<file path="config.mk">
export PLATFORM = sky130hd
export DESIGN_NAME = gpio_irq_flat
export DESIGN_NICKNAME = d
export VERILOG_FILES = /design/src/rtl/gpio_irq_pkg.sv /design/src/rtl/gpio_irq_if.sv /design/src/rtl/chip_select.sv /design/src/rtl/debounce_bit.sv /design/src/rtl/gpio_irq.sv /design/src/flat_wrapper.sv
export SDC_FILE = /design/constraint.sdc
export NUM_CORES = 1
export LEC_CHECK = 0
export BUFFER_PORTS_ARGS = -buffer_cell sky130_fd_sc_hd__clkbuf_2
export CORE_MARGIN = 2
export CORE_UTILIZATION = 40
export CTS_CLUSTER_SIZE = 40
export DETAILED_ROUTE_END_ITERATION = 12
export PLACE_DENSITY = 0.7
export RECOVER_POWER = 25
export SYNTH_ARGS = -nofsm -noshare
export SYNTH_HDL_FRONTEND = slang
export SYNTH_SLANG_ARGS = --single-unit
</file>
<file path="constraint.sdc">
create_clock -name wb_clk -period 1.35 [get_ports wb_clk]
set_input_delay 0.135 -clock wb_clk [delete_from_list [all_inputs] [get_ports wb_clk]]
set_output_delay 0.135 -clock wb_clk [all_outputs]
set_load 0.03 [all_outputs]
</file>
<file path="src/rtl/gpio_irq_pkg.sv">
// rtl/gpio_irq_pkg.sv - register indices and debounce counter sizing for gpio_irq
package gpio_irq_pkg;

    localparam logic [1:0] GPIO_IRQ_IN      = 2'd0;
    localparam logic [1:0] GPIO_IRQ_RISE_EN = 2'd1;
    localparam logic [1:0] GPIO_IRQ_FALL_EN = 2'd2;
    localparam logic [1:0] GPIO_IRQ_STATUS  = 2'd3;

    // Width needed to hold a debounce count of 0..debounce.
    function automatic int debounce_cnt_width(input int debounce);
        return $clog2(debounce + 1);
    endfunction

endpackage

</file>
<file path="src/rtl/gpio_irq_if.sv">
// rtl/gpio_irq_if.sv - data bus signals shared between the CPU and its peripherals
interface gpio_irq_if;
    logic [31:0] adr;
    logic [31:0] dat;
    logic [3:0]  sel;
    logic        we;
    logic        cyc;
    logic [31:0] rdt;
    logic        ack;

    modport master (output adr, dat, sel, we, cyc, input rdt, ack);
    modport slave  (input adr, dat, sel, we, cyc, output rdt, ack);
endinterface

</file>
<file path="src/rtl/chip_select.sv">
// rtl/chip_select.sv - address decode and one-shot acknowledge for a bus slave
module chip_select #(
    parameter int ADDR   = 0,
    parameter int AWIDTH = 8
) (
    input  logic              clk,
    input  logic              rst,
    input  logic [AWIDTH-1:0] adr_hi,
    input  logic              req,
    output logic              cyc,
    output logic              ack
);

    logic match;
    logic busy;

    assign match = (adr_hi == AWIDTH'(ADDR));
    assign cyc   = ack;

    // One ack per bus cycle; busy holds off re-acks until req drops.
    // A cycle still open at reset is treated as already served.
    always_ff @(posedge clk) begin
        if (rst) begin
            ack  <= 1'b0;
            busy <= req;
        end else begin
            ack  <= req & match & ~busy;
            busy <= req & (busy | match);
        end
    end

endmodule

</file>
<file path="src/rtl/debounce_bit.sv">
// rtl/debounce_bit.sv - two-flop synchroniser and stability filter for one pin
module debounce_bit
    import gpio_irq_pkg::*;
#(
    parameter int DEBOUNCE = 4
) (
    input  logic clk,
    input  logic rst,
    input  logic pin,
    output logic filt
);

    localparam int             CW   = debounce_cnt_width(DEBOUNCE);
    localparam logic [CW-1:0]  LAST = CW'(DEBOUNCE - 1);

    logic          meta;
    logic          sync;
    logic [CW-1:0] cnt;

    // Bring the asynchronous pin into the clock domain.
    always_ff @(posedge clk) begin
        if (rst) begin
            meta <= 1'b0;
            sync <= 1'b0;
        end else begin
            meta <= pin;
            sync <= meta;
        end
    end

    // Count consecutive cycles the synchronised value disagrees with the
    // filtered value; accept it once it has disagreed DEBOUNCE times running.
    always_ff @(posedge clk) begin
        if (rst) begin
            cnt  <= '0;
            filt <= 1'b0;
        end else if (sync == filt) begin
            cnt  <= '0;
        end else if (cnt == LAST) begin
            cnt  <= '0;
            filt <= sync;
        end else begin
            cnt  <= cnt + CW'(1);
        end
    end

endmodule

</file>
<file path="src/rtl/gpio_irq.sv">
// rtl/gpio_irq.sv - debounced 8-bit input port with edge-triggered sticky interrupt
module gpio_irq
    import gpio_irq_pkg::*;
#(
    parameter int ADDR     = 0,
    parameter int AWIDTH   = 8,
    parameter int DEBOUNCE = 4
) (
    input  logic       wb_clk,
    input  logic       wb_rst,
    gpio_irq_if.slave  wb_dbus,
    input  logic [7:0] pins,
    output logic       irq
);

    logic       cyc;
    logic       ack;
    logic [7:0] filt;
    logic [7:0] filt_d;
    logic [7:0] rise_en;
    logic [7:0] fall_en;
    logic [7:0] status;
    logic [7:0] rise;
    logic [7:0] fall;
    logic [7:0] clr;
    logic [7:0] rd_val;
    logic [1:0] idx;
    logic [7:0] wdat;
    logic       wr;
    logic       unused_bits;

    assign idx  = wb_dbus.adr[3:2];
    assign wdat = wb_dbus.dat[7:0];
    assign wr   = cyc & wb_dbus.we;

    // Byte enables, low address bits and upper write data carry no meaning here.
    assign unused_bits = &{1'b0, wb_dbus.sel, wb_dbus.adr, wb_dbus.dat[31:8]};

    chip_select #(
        .ADDR   (ADDR),
        .AWIDTH (AWIDTH)
    ) u_chip_select (
        .clk    (wb_clk),
        .rst    (wb_rst),
        .adr_hi (wb_dbus.adr[31 -: AWIDTH]),
        .req    (wb_dbus.cyc),
        .cyc    (cyc),
        .ack    (ack)
    );

    assign wb_dbus.ack = ack;

    for (genvar g = 0; g < 8; g++) begin : g_bit
        debounce_bit #(
            .DEBOUNCE (DEBOUNCE)
        ) u_debounce_bit (
            .clk  (wb_clk),
            .rst  (wb_rst),
            .pin  (pins[g]),
            .filt (filt[g])
        );
    end

    // Masked edges of the filtered inputs and the write-1-to-clear pattern.
    always_comb begin
        rise = filt & ~filt_d & rise_en;
        fall = ~filt & filt_d & fall_en;
        clr  = '0;
        if (wr && idx == GPIO_IRQ_STATUS) begin
            clr = wdat;
        end
    end

    // Register file, sticky status (new edges beat a clear) and the irq level.
    always_ff @(posedge wb_clk) begin
        if (wb_rst) begin
            filt_d  <= '0;
            rise_en <= '0;
            fall_en <= '0;
            status  <= '0;
            irq     <= 1'b0;
        end else begin
            filt_d <= filt;
            status <= (status & ~clr) | rise | fall;
            irq    <= |status;
            if (wr && idx == GPIO_IRQ_RISE_EN) begin
                rise_en <= wdat;
            end
            if (wr && idx == GPIO_IRQ_FALL_EN) begin
                fall_en <= wdat;
            end
        end
    end

    // Read mux; the bus sees zero outside the acknowledged cycle so it can be OR-combined.
    always_comb begin
        rd_val = '0;
        case (idx)
            GPIO_IRQ_IN:      rd_val = filt;
            GPIO_IRQ_RISE_EN: rd_val = rise_en;
            GPIO_IRQ_FALL_EN: rd_val = fall_en;
            GPIO_IRQ_STATUS:  rd_val = status;
            default:          rd_val = '0;
        endcase
    end

    assign wb_dbus.rdt = ack ? {24'h0, rd_val} : 32'h0;

endmodule

</file>
<file path="src/flat_wrapper.sv">
// flat-port wrapper written by rule: the top's interface ports become plain ports
module gpio_irq_flat import gpio_irq_pkg::*;
#(
    parameter int ADDR     = 0,
    parameter int AWIDTH   = 8,
    parameter int DEBOUNCE = 4
)
  (wb_clk, wb_rst, pins, irq, wb_dbus_adr, wb_dbus_dat, wb_dbus_sel, wb_dbus_we, wb_dbus_cyc, wb_dbus_rdt, wb_dbus_ack);
  gpio_irq_if wb_dbus_i ();
  input  logic wb_clk;
  input  logic wb_rst;
  input  logic [7:0] pins;
  output logic irq;
  input wire logic [$bits(wb_dbus_i.adr)-1:0] wb_dbus_adr;
  input wire logic [$bits(wb_dbus_i.dat)-1:0] wb_dbus_dat;
  input wire logic [$bits(wb_dbus_i.sel)-1:0] wb_dbus_sel;
  input wire logic [$bits(wb_dbus_i.we)-1:0] wb_dbus_we;
  input wire logic [$bits(wb_dbus_i.cyc)-1:0] wb_dbus_cyc;
  output wire logic [$bits(wb_dbus_i.rdt)-1:0] wb_dbus_rdt;
  output wire logic [$bits(wb_dbus_i.ack)-1:0] wb_dbus_ack;
  assign wb_dbus_i.adr = wb_dbus_adr;
  assign wb_dbus_i.dat = wb_dbus_dat;
  assign wb_dbus_i.sel = wb_dbus_sel;
  assign wb_dbus_i.we = wb_dbus_we;
  assign wb_dbus_i.cyc = wb_dbus_cyc;
  assign wb_dbus_rdt = wb_dbus_i.rdt;
  assign wb_dbus_ack = wb_dbus_i.ack;
  gpio_irq #(.ADDR(ADDR), .AWIDTH(AWIDTH), .DEBOUNCE(DEBOUNCE)) u_core (.wb_clk(wb_clk), .wb_rst(wb_rst), .wb_dbus(wb_dbus_i), .pins(pins), .irq(irq));
endmodule
</file>
==> metrics.md, run 1 <==
| Metric | Value |
|---|---|
| DR WL/cell | `11.7 um` |
| Post-DP HPWL | `4580 um` |
| Design area | `4260 um2` |
| Clock root buffer | `clkbuf_8` |
| Maxcap violations | `0` |
| Crit path cell chain | `mux4_2, and2_4, buf_8` |
| Hold EP | `u_core.g_bit[2].u_debounce_bit.meta` |
| Dpl cells | `514` |
| Non-Filler Instances | `550` |
| Worst-Margin Slew | `0.872 ns` |
| CTS tree | `yes` |
| First-pass GRT wire length | `10700 um` |
| Hold Worst Slack | `0.0148 ns` |
| #FFs+latches synth | `83` |
| Final setup violation count | `8` |
| IO buf count | `39` |
| Tmin final | `1.56 ns` |
| Failing checks | `setup timing` |
| Die ar. | `9280 um2` |
| Worst skew pair latency | `0.35 ns` |
| DR iter-0 viols | `60` |
| Yosys warning count | `0` |
| Fill cells | `786` |
| Final worst-path setup slack | `-0.209 ns` |
| PD cells | `994 nW/um2` |
| Slowest library cell on the worst path | `mux4_2` |
| DRC Markers | `0` |
| R2R depth | `4` |
| DIE HEIGHT | `96.3 um` |
| Reg2reg setup slack | `0.05 ns` |
| Initial Util | `41.3%` |
| Status | `finished, violations left` |
| RR Startpoint | `u_core.g_bit[4].u_debounce_bit.cnt[0]` |
| Fin crit share | `116%` |
| Largest net degree at the start of global routing | `45` |
| Worst path bufs/invs | `1` |
| RSZ-0062 raised after global routing | `true` |
| 1st-pass router iterations | `4` |
| Area occupied by multi-input gates | `1550 um2` |
| Clock slew seen by the registers of the worst setup and hold paths | `0.08 ns` |
| Yosys cell types | `26` |
| Cell Area, Synth | `3410 um2` |
| Worst hold stages | `2` |
| Min-Delay Path Class | `input pin to flop` |
| I/O pins | `114` |
| Final net count | `536` |
| Static leakage | `1.77 nW` |
| Max-slew violations | `0` |
| Seq/Total Area, Yosys | `48.7%` |
| Sequential Area | `1690 um2` |
| WP data required | `1.22 ns` |
| GR Util All Layers | `15.1%` |
| VDD IR-drop max | `0.830 mV` |
| Via Count | `2524` |
| CP max stage delay | `0.46 ns` |
| Most common cell after layout, fill and taps aside | `dfxtp_1` |
| Layout Skew | `0.00535 ns` |
| Mean Syn Cell Area | `9.60 um2` |
| ANT cells | `0` |
| CORE AREA | `8260 um2` |
| Relative slew slack | `41.9%` |
| Htree depth | `3` |
| Most frequent cells in the layout | `dfxtp_1, nand2_1, buf_4` |
| Crit path launch type | `flop` |
| Vias in the first global route | `2406` |
| CP endpoint kind | `output pin` |
| Worst-path maximum fanout | `3` |
| CTS max path bufs | `2` |
| Sink Count | `83` |
| Hold Vio Cnt, Final | `0` |
| Max Freq | `641 MHz` |
| Cell count after synthesis | `355` |
| Initial antenna violation count | `0` |
| Grt total ovfl | `0` |
| Overall power | `0.00423 W` |
| Delay-heaviest family, CP | `multiplexers` |
| Placed Area | `3800 um2` |
| WS Path Type | `flop to output pin` |
| Std-Cell Rows | `33` |
| Area delta synth->final | `24.9%` |
| Total Wirelength | `6450 um` |
| Global placement routability congestion | `0.752` |
| CTS buffer count | `9` |
| Place WS | `-0.133 ns` |
| Post-route ant nets | `0` |
| Vias/cell | `4.59` |
| Reg-to-reg endpoint | `u_core.g_bit[4].u_debounce_bit.cnt[2]` |
| Share of post-route cells with drive strength above 1 | `30.3%` |
| Worst hold start | `pins[2]` |
| Data arrival, critical path | `1.42 ns` |
| DIE WIDTH | `96.3 um` |
==> worst max-delay path by stage <==
| stage | end | depth (start not counted) | from |
|---|---|---|---|
| after floorplan | u_core.rise_en[0] | 4 | u_core.u_chip_select.ack |
| after global placement | wb_dbus_rdt[2] | 4 | wb_dbus_adr[2] |
| after detailed placement | wb_dbus_rdt[2] | 4 | wb_dbus_adr[2] |
| after CTS | wb_dbus_rdt[0] | 3 | u_core.status[0] |
| after global routing | wb_dbus_rdt[0] | 3 | u_core.status[0] |
| final | wb_dbus_rdt[5] | 3 | u_core.status[5] |
==> per-layer routing <==
metal / track usage (%) / routed length (um)
met5: 0 / 0
met4: 6.34 / 112
met3: 3.92 / 292
met2: 25.6 / 3310
met1: 18.1 / 2740
==> cell usage after synthesis, drive strengths merged <==
master	number	share of area [%]
nor4	3	0.55
or3	8	1.5
o21ai	9	1.3
inv	24	2.6
a31oi	3	0.55
nor2	32	3.5
xnor2	8	2.1
nand2	43	4.7
conb	1	0.11
nor2b	24	4.4
and2	8	1.5
nor3	2	0.29
dfxtp	83	49
clkbuf	10	1.1
and4b	2	0.59
mux2i	8	2.3
ha	16	5.9
mux4	8	5.5
nand4b	3	0.77
a21oi	22	3.2
o22a	5	1.3
nand3b	6	1.3
nand4	1	0.18
buf	26	5.9
==> worst register-to-register path, cell delays in order (launching register included) <==
cell and delay (ns):
dfxtp_1 0.33, ha_1 0.20, ha_1 0.20, or3_4 0.41
nor2_1 0.10
==> power by group <==
group,internal (W),total [W],switching [W]
registers,0.00248,0.00249,0.0000133
logic,0.0000948,0.000274,0.000179
clock network,0.000662,0.00147,0.000807
==> state kept, by name, summed over array words and instances (netlist names) <==
| signal | flops |
|---|---|
| u_core.g_bit.u_debounce_bit.cnt | 24 |
| u_core.rise_en | 8 |
| u_core.u_chip_select.busy | 1 |
| u_core.g_bit.u_debounce_bit.filt | 8 |
| u_core.u_chip_select.ack | 1 |
| u_core.fall_en | 8 |
| u_core.g_bit.u_debounce_bit.sync | 8 |
| u_core.g_bit.u_debounce_bit.meta | 8 |
| u_core.status | 8 |
| u_core.irq | 1 |
| u_core.filt_d | 8 |
==> cells by family after synthesis <==
family                     synth area share, %
buffers and inverters                     9.69
other                                    0.110
xor gates and xnor gates                  2.06
adders and majority gates                 5.87
DFF                                       48.7
AOI/OAI and AO/OA                         6.39
muxes                                     7.85
and+or+nand+nor                           19.3
==> cell type report <==
type / count / share of cell area [%]
clock buffer: 13 / 3.26
clock inverter: 3 / 0.353
inverter: 24 / 2.12
multi-input combinational: 235 / 36.5
sequential: 83 / 39.6
tap: 105 / 3.09
timing repair buffer: 87 / 15.0
==> stage by stage <==
step	setup TNS [ns]	utilization (%)
floorplan	0	-
global placement	-0.407	46.1
detailed placement	-0.436	46.1
CTS	-1.81	51.1
global route	-1.86	51.6
finish	-1.55	51.6
==> timing repair <==
item                                   in CTS  in global routing
hold buffers                                7                  0
setup endpoints to repair                   8                 19
gates resized for setup                    43                 20
endpoints found under the hold margin       7                  0
buffers inserted                           12                  1
pin swaps                                   8                  0
Power figures use the tool's default switching activity.
==> inputs of run 2 (changes only) <==
SYNTH_HIERARCHICAL = 1   (was unset)
==> metrics.md, run 2 <==
| Metric | Value |
|---|---|
| CTS buffer count | `9` |
| Worst hold start | `pins[4]` |
| Post-route ant nets | `0` |
| Mean Syn Cell Area | `10.5 um2` |
| Final setup violation count | `8` |
| Synth area leaders | `dfxtp_1, ha_1, buf_4` |
| Design area | `4320 um2` |
| Htree depth | `3` |
| Area delta synth->final | `25.0%` |
| CP endpoint kind | `output pin` |
| EDFF count, synth | `0` |
| Largest register by flop count | `u_core/g_bit.u_debounce_bit/cnt` |
| Sink Count | `83` |
| Initial Util | `41.7%` |
| Die ar. | `9410 um2` |
| Grt total ovfl | `0` |
| Fin Setup TNS | `-1.53 ns` |
| Clock slew seen by the registers of the worst setup and hold paths | `0.08 ns` |
| RR Startpoint | `u_core/g_bit[4].u_debounce_bit/cnt[0]` |
| Max-slew violations | `0` |
| Post-DP HPWL | `4710 um` |
| Clock root buffer | `clkbuf_8` |
| Worst skew pair latency | `0.35 ns` |
| Crit path cell chain | `mux4_2, and2_4, buf_8` |
| Tmin final | `1.56 ns` |
| RSZ-0062 raised after global routing | `true` |
| First-pass GRT wire length | `11100 um` |
| CTS max path bufs | `2` |
| 1st-pass router iterations | `4` |
| Cell count after synthesis | `331` |
| DRC Markers | `0` |
| Via Count | `2516` |
| Max Freq | `640 MHz` |
| DR iter-0 viols | `73` |
| Most frequent cells in the layout | `dfxtp_1, buf_4, nand2_1` |
| Vias/cell | `4.77` |
| PD cells | `1040 nW/um2` |
| #FFs+latches synth | `83` |
| DIE WIDTH | `97 um` |
| Yosys warning count | `6` |
| Largest register FFs | `24` |
| CORE AREA | `8300 um2` |
| WS Path Type | `flop to output pin` |
| Crit path launch type | `flop` |
| IO buf count | `39` |
| Largest net degree at the start of global routing | `43` |
| Fill cells | `763` |
| Min-Delay Path Class | `input pin to flop` |
| WP data required | `1.22 ns` |
| Final worst-path setup slack | `-0.212 ns` |
| Failing checks | `setup timing` |
| DIE HEIGHT | `97 um` |
| Vias in the first global route | `2439` |
| Overall power | `0.00452 W` |
| Final net count | `515` |
| Area leader, netlist | `dfxtp_1` |
| Data arrival, critical path | `1.43 ns` |
| Hold Vio Cnt, Final | `0` |
| ANT cells | `0` |
| Most frequent cells after synthesis | `dfxtp_1, nand2_1, buf_4` |
| Seq/Total Area, Yosys | `48.0%` |
| I/O pins | `114` |
| Fin crit share | `116%` |
| Cell Area, Synth | `3460 um2` |
| DR WL/cell | `12.2 um` |
| Initial antenna violation count | `0` |
| Layout Skew | `0.00608 ns` |
| CP max stage delay | `0.47 ns` |
| Relative slew slack | `59.8%` |
| Global placement routability congestion | `0.805` |
| CP Launch Point | `u_core/status[3]` |
| Placed Area | `3870 um2` |
| Worst-path maximum fanout | `2` |
| Yosys cell types | `31` |
| Maxcap violations | `0` |
| Std-Cell Rows | `33` |
| GR Util All Layers | `14.6%` |
| Share of post-route cells with drive strength above 1 | `32.4%` |
| Worst-Margin Slew | `0.603 ns` |
| Fraction of registers with async set/reset | `0%` |
| Total Wirelength | `6450 um` |
| Most common cell after layout, fill and taps aside | `dfxtp_1` |
| Main synth FF type | `dfxtp_1` |
| Top-count cell post-synth | `dfxtp_1` |
| CTS tree | `yes` |
| Static leakage | `1.72 nW` |
| Synth top area share | `48.0%` |
| Slowest library cell on the worst path | `mux4_2` |
| VDD IR-drop max | `0.622 mV` |
| Status | `finished, violations left` |
| Hold Worst Slack | `0.0183 ns` |
[run 2: changes by cell type after synthesis, moves of 8 or more]
cell      previous run  this run
nand2_1             43        32
nor4_1               3        18
nor4b_2              0         9
nor2_1              32         9
inv_1               24        16
nand3b_1             6        16
[run 2: worst paths after layout]
| kind | end | slack [ns] | cells after the start |
|---|---|---|---|
| worst max-delay path | wb_dbus_rdt[3] | -0.21 | 3 |
| worst min-delay path | u_core/g_bit[4].u_debounce_bit/meta | 0.02 | 2 |
| worst max register to register | u_core/g_bit[4].u_debounce_bit/cnt[2] | 0.19 | 3 |
| worst min register to register | u_core/g_bit[7].u_debounce_bit/cnt[0] | 0.43 | 1 |
[run 2: cell type report]
class | count | area (um2) | share of cell area, %
well taps | 105 | 131 | 3.04
clock inverters | 2 | 35.0 | 0.810
multi-input cells | 223 | 1620 | 37.4
clock buffers | 13 | 159 | 3.67
repair buffers | 86 | 631 | 14.6
inverters | 16 | 60.1 | 1.39
flip-flops and latches | 83 | 1690 | 39.1
[run 2: kinds of logic (layout without fill, tap and decap cells)]
kind of cell	after synthesis	after routing	synth area share [%]
compound gates	35	35	5.42
xor+xnor	8	8	2.03
fa+ha+maj	16	16	5.79
buf+inv	48	117	8.21
flops	83	83	48.0
mux	16	16	7.63
other cells	1	24	0.108
simple gates	124	124	22.8
[run 2: report_power, final]
part | total [W] | switching, W | internal [W]
Combinational | 0.000279 | 0.000185 | 0.0000936
Sequential | 0.00249 | 0.0000126 | 0.00248
Clock | 0.00175 | 0.000804 | 0.000945
[run 2: routing by layer]
layer	global-route usage, %	part of all wire [%]	up-vias
met1	17.7	44	1177
met3	5.06	5.5	9
met4	5.20	1.3	0
met5	0	0	-
met2	24.2	49	50
li1	-	-	1280
[run 2: per-stage QoR]
stage / utilization (%) / std cells / setup WS [ns]
floorplan: - / 354 / 0.108
global placement: 46.7 / 494 / -0.0495
detailed placement: 46.7 / 494 / -0.0721
CTS: 52.0 / 526 / -0.249
global route: 52.1 / 528 / -0.255
finish: 52.1 / 528 / -0.212
[run 2: worst max-delay path: cells and delay by family (launching register included)]
kind | cells | cell delay (ns)
buffers and inverters | 1 | 0.13
flip-flops | 1 | 0.32
multiplexers | 1 | 0.47
AND/OR/NAND/NOR | 1 | 0.16
[run 2: what timing repair did]
| item | 4_1_cts | 5_1_grt |
|---|---|---|
| setup endpoints to repair | 8 | 9 |
| pin swaps | 7 | 1 |
| buffers inserted | 11 | 2 |
| hold endpoints to repair | 6 | 0 |
| gates resized for setup | 41 | 14 |
| hold buffers | 6 | 0 |
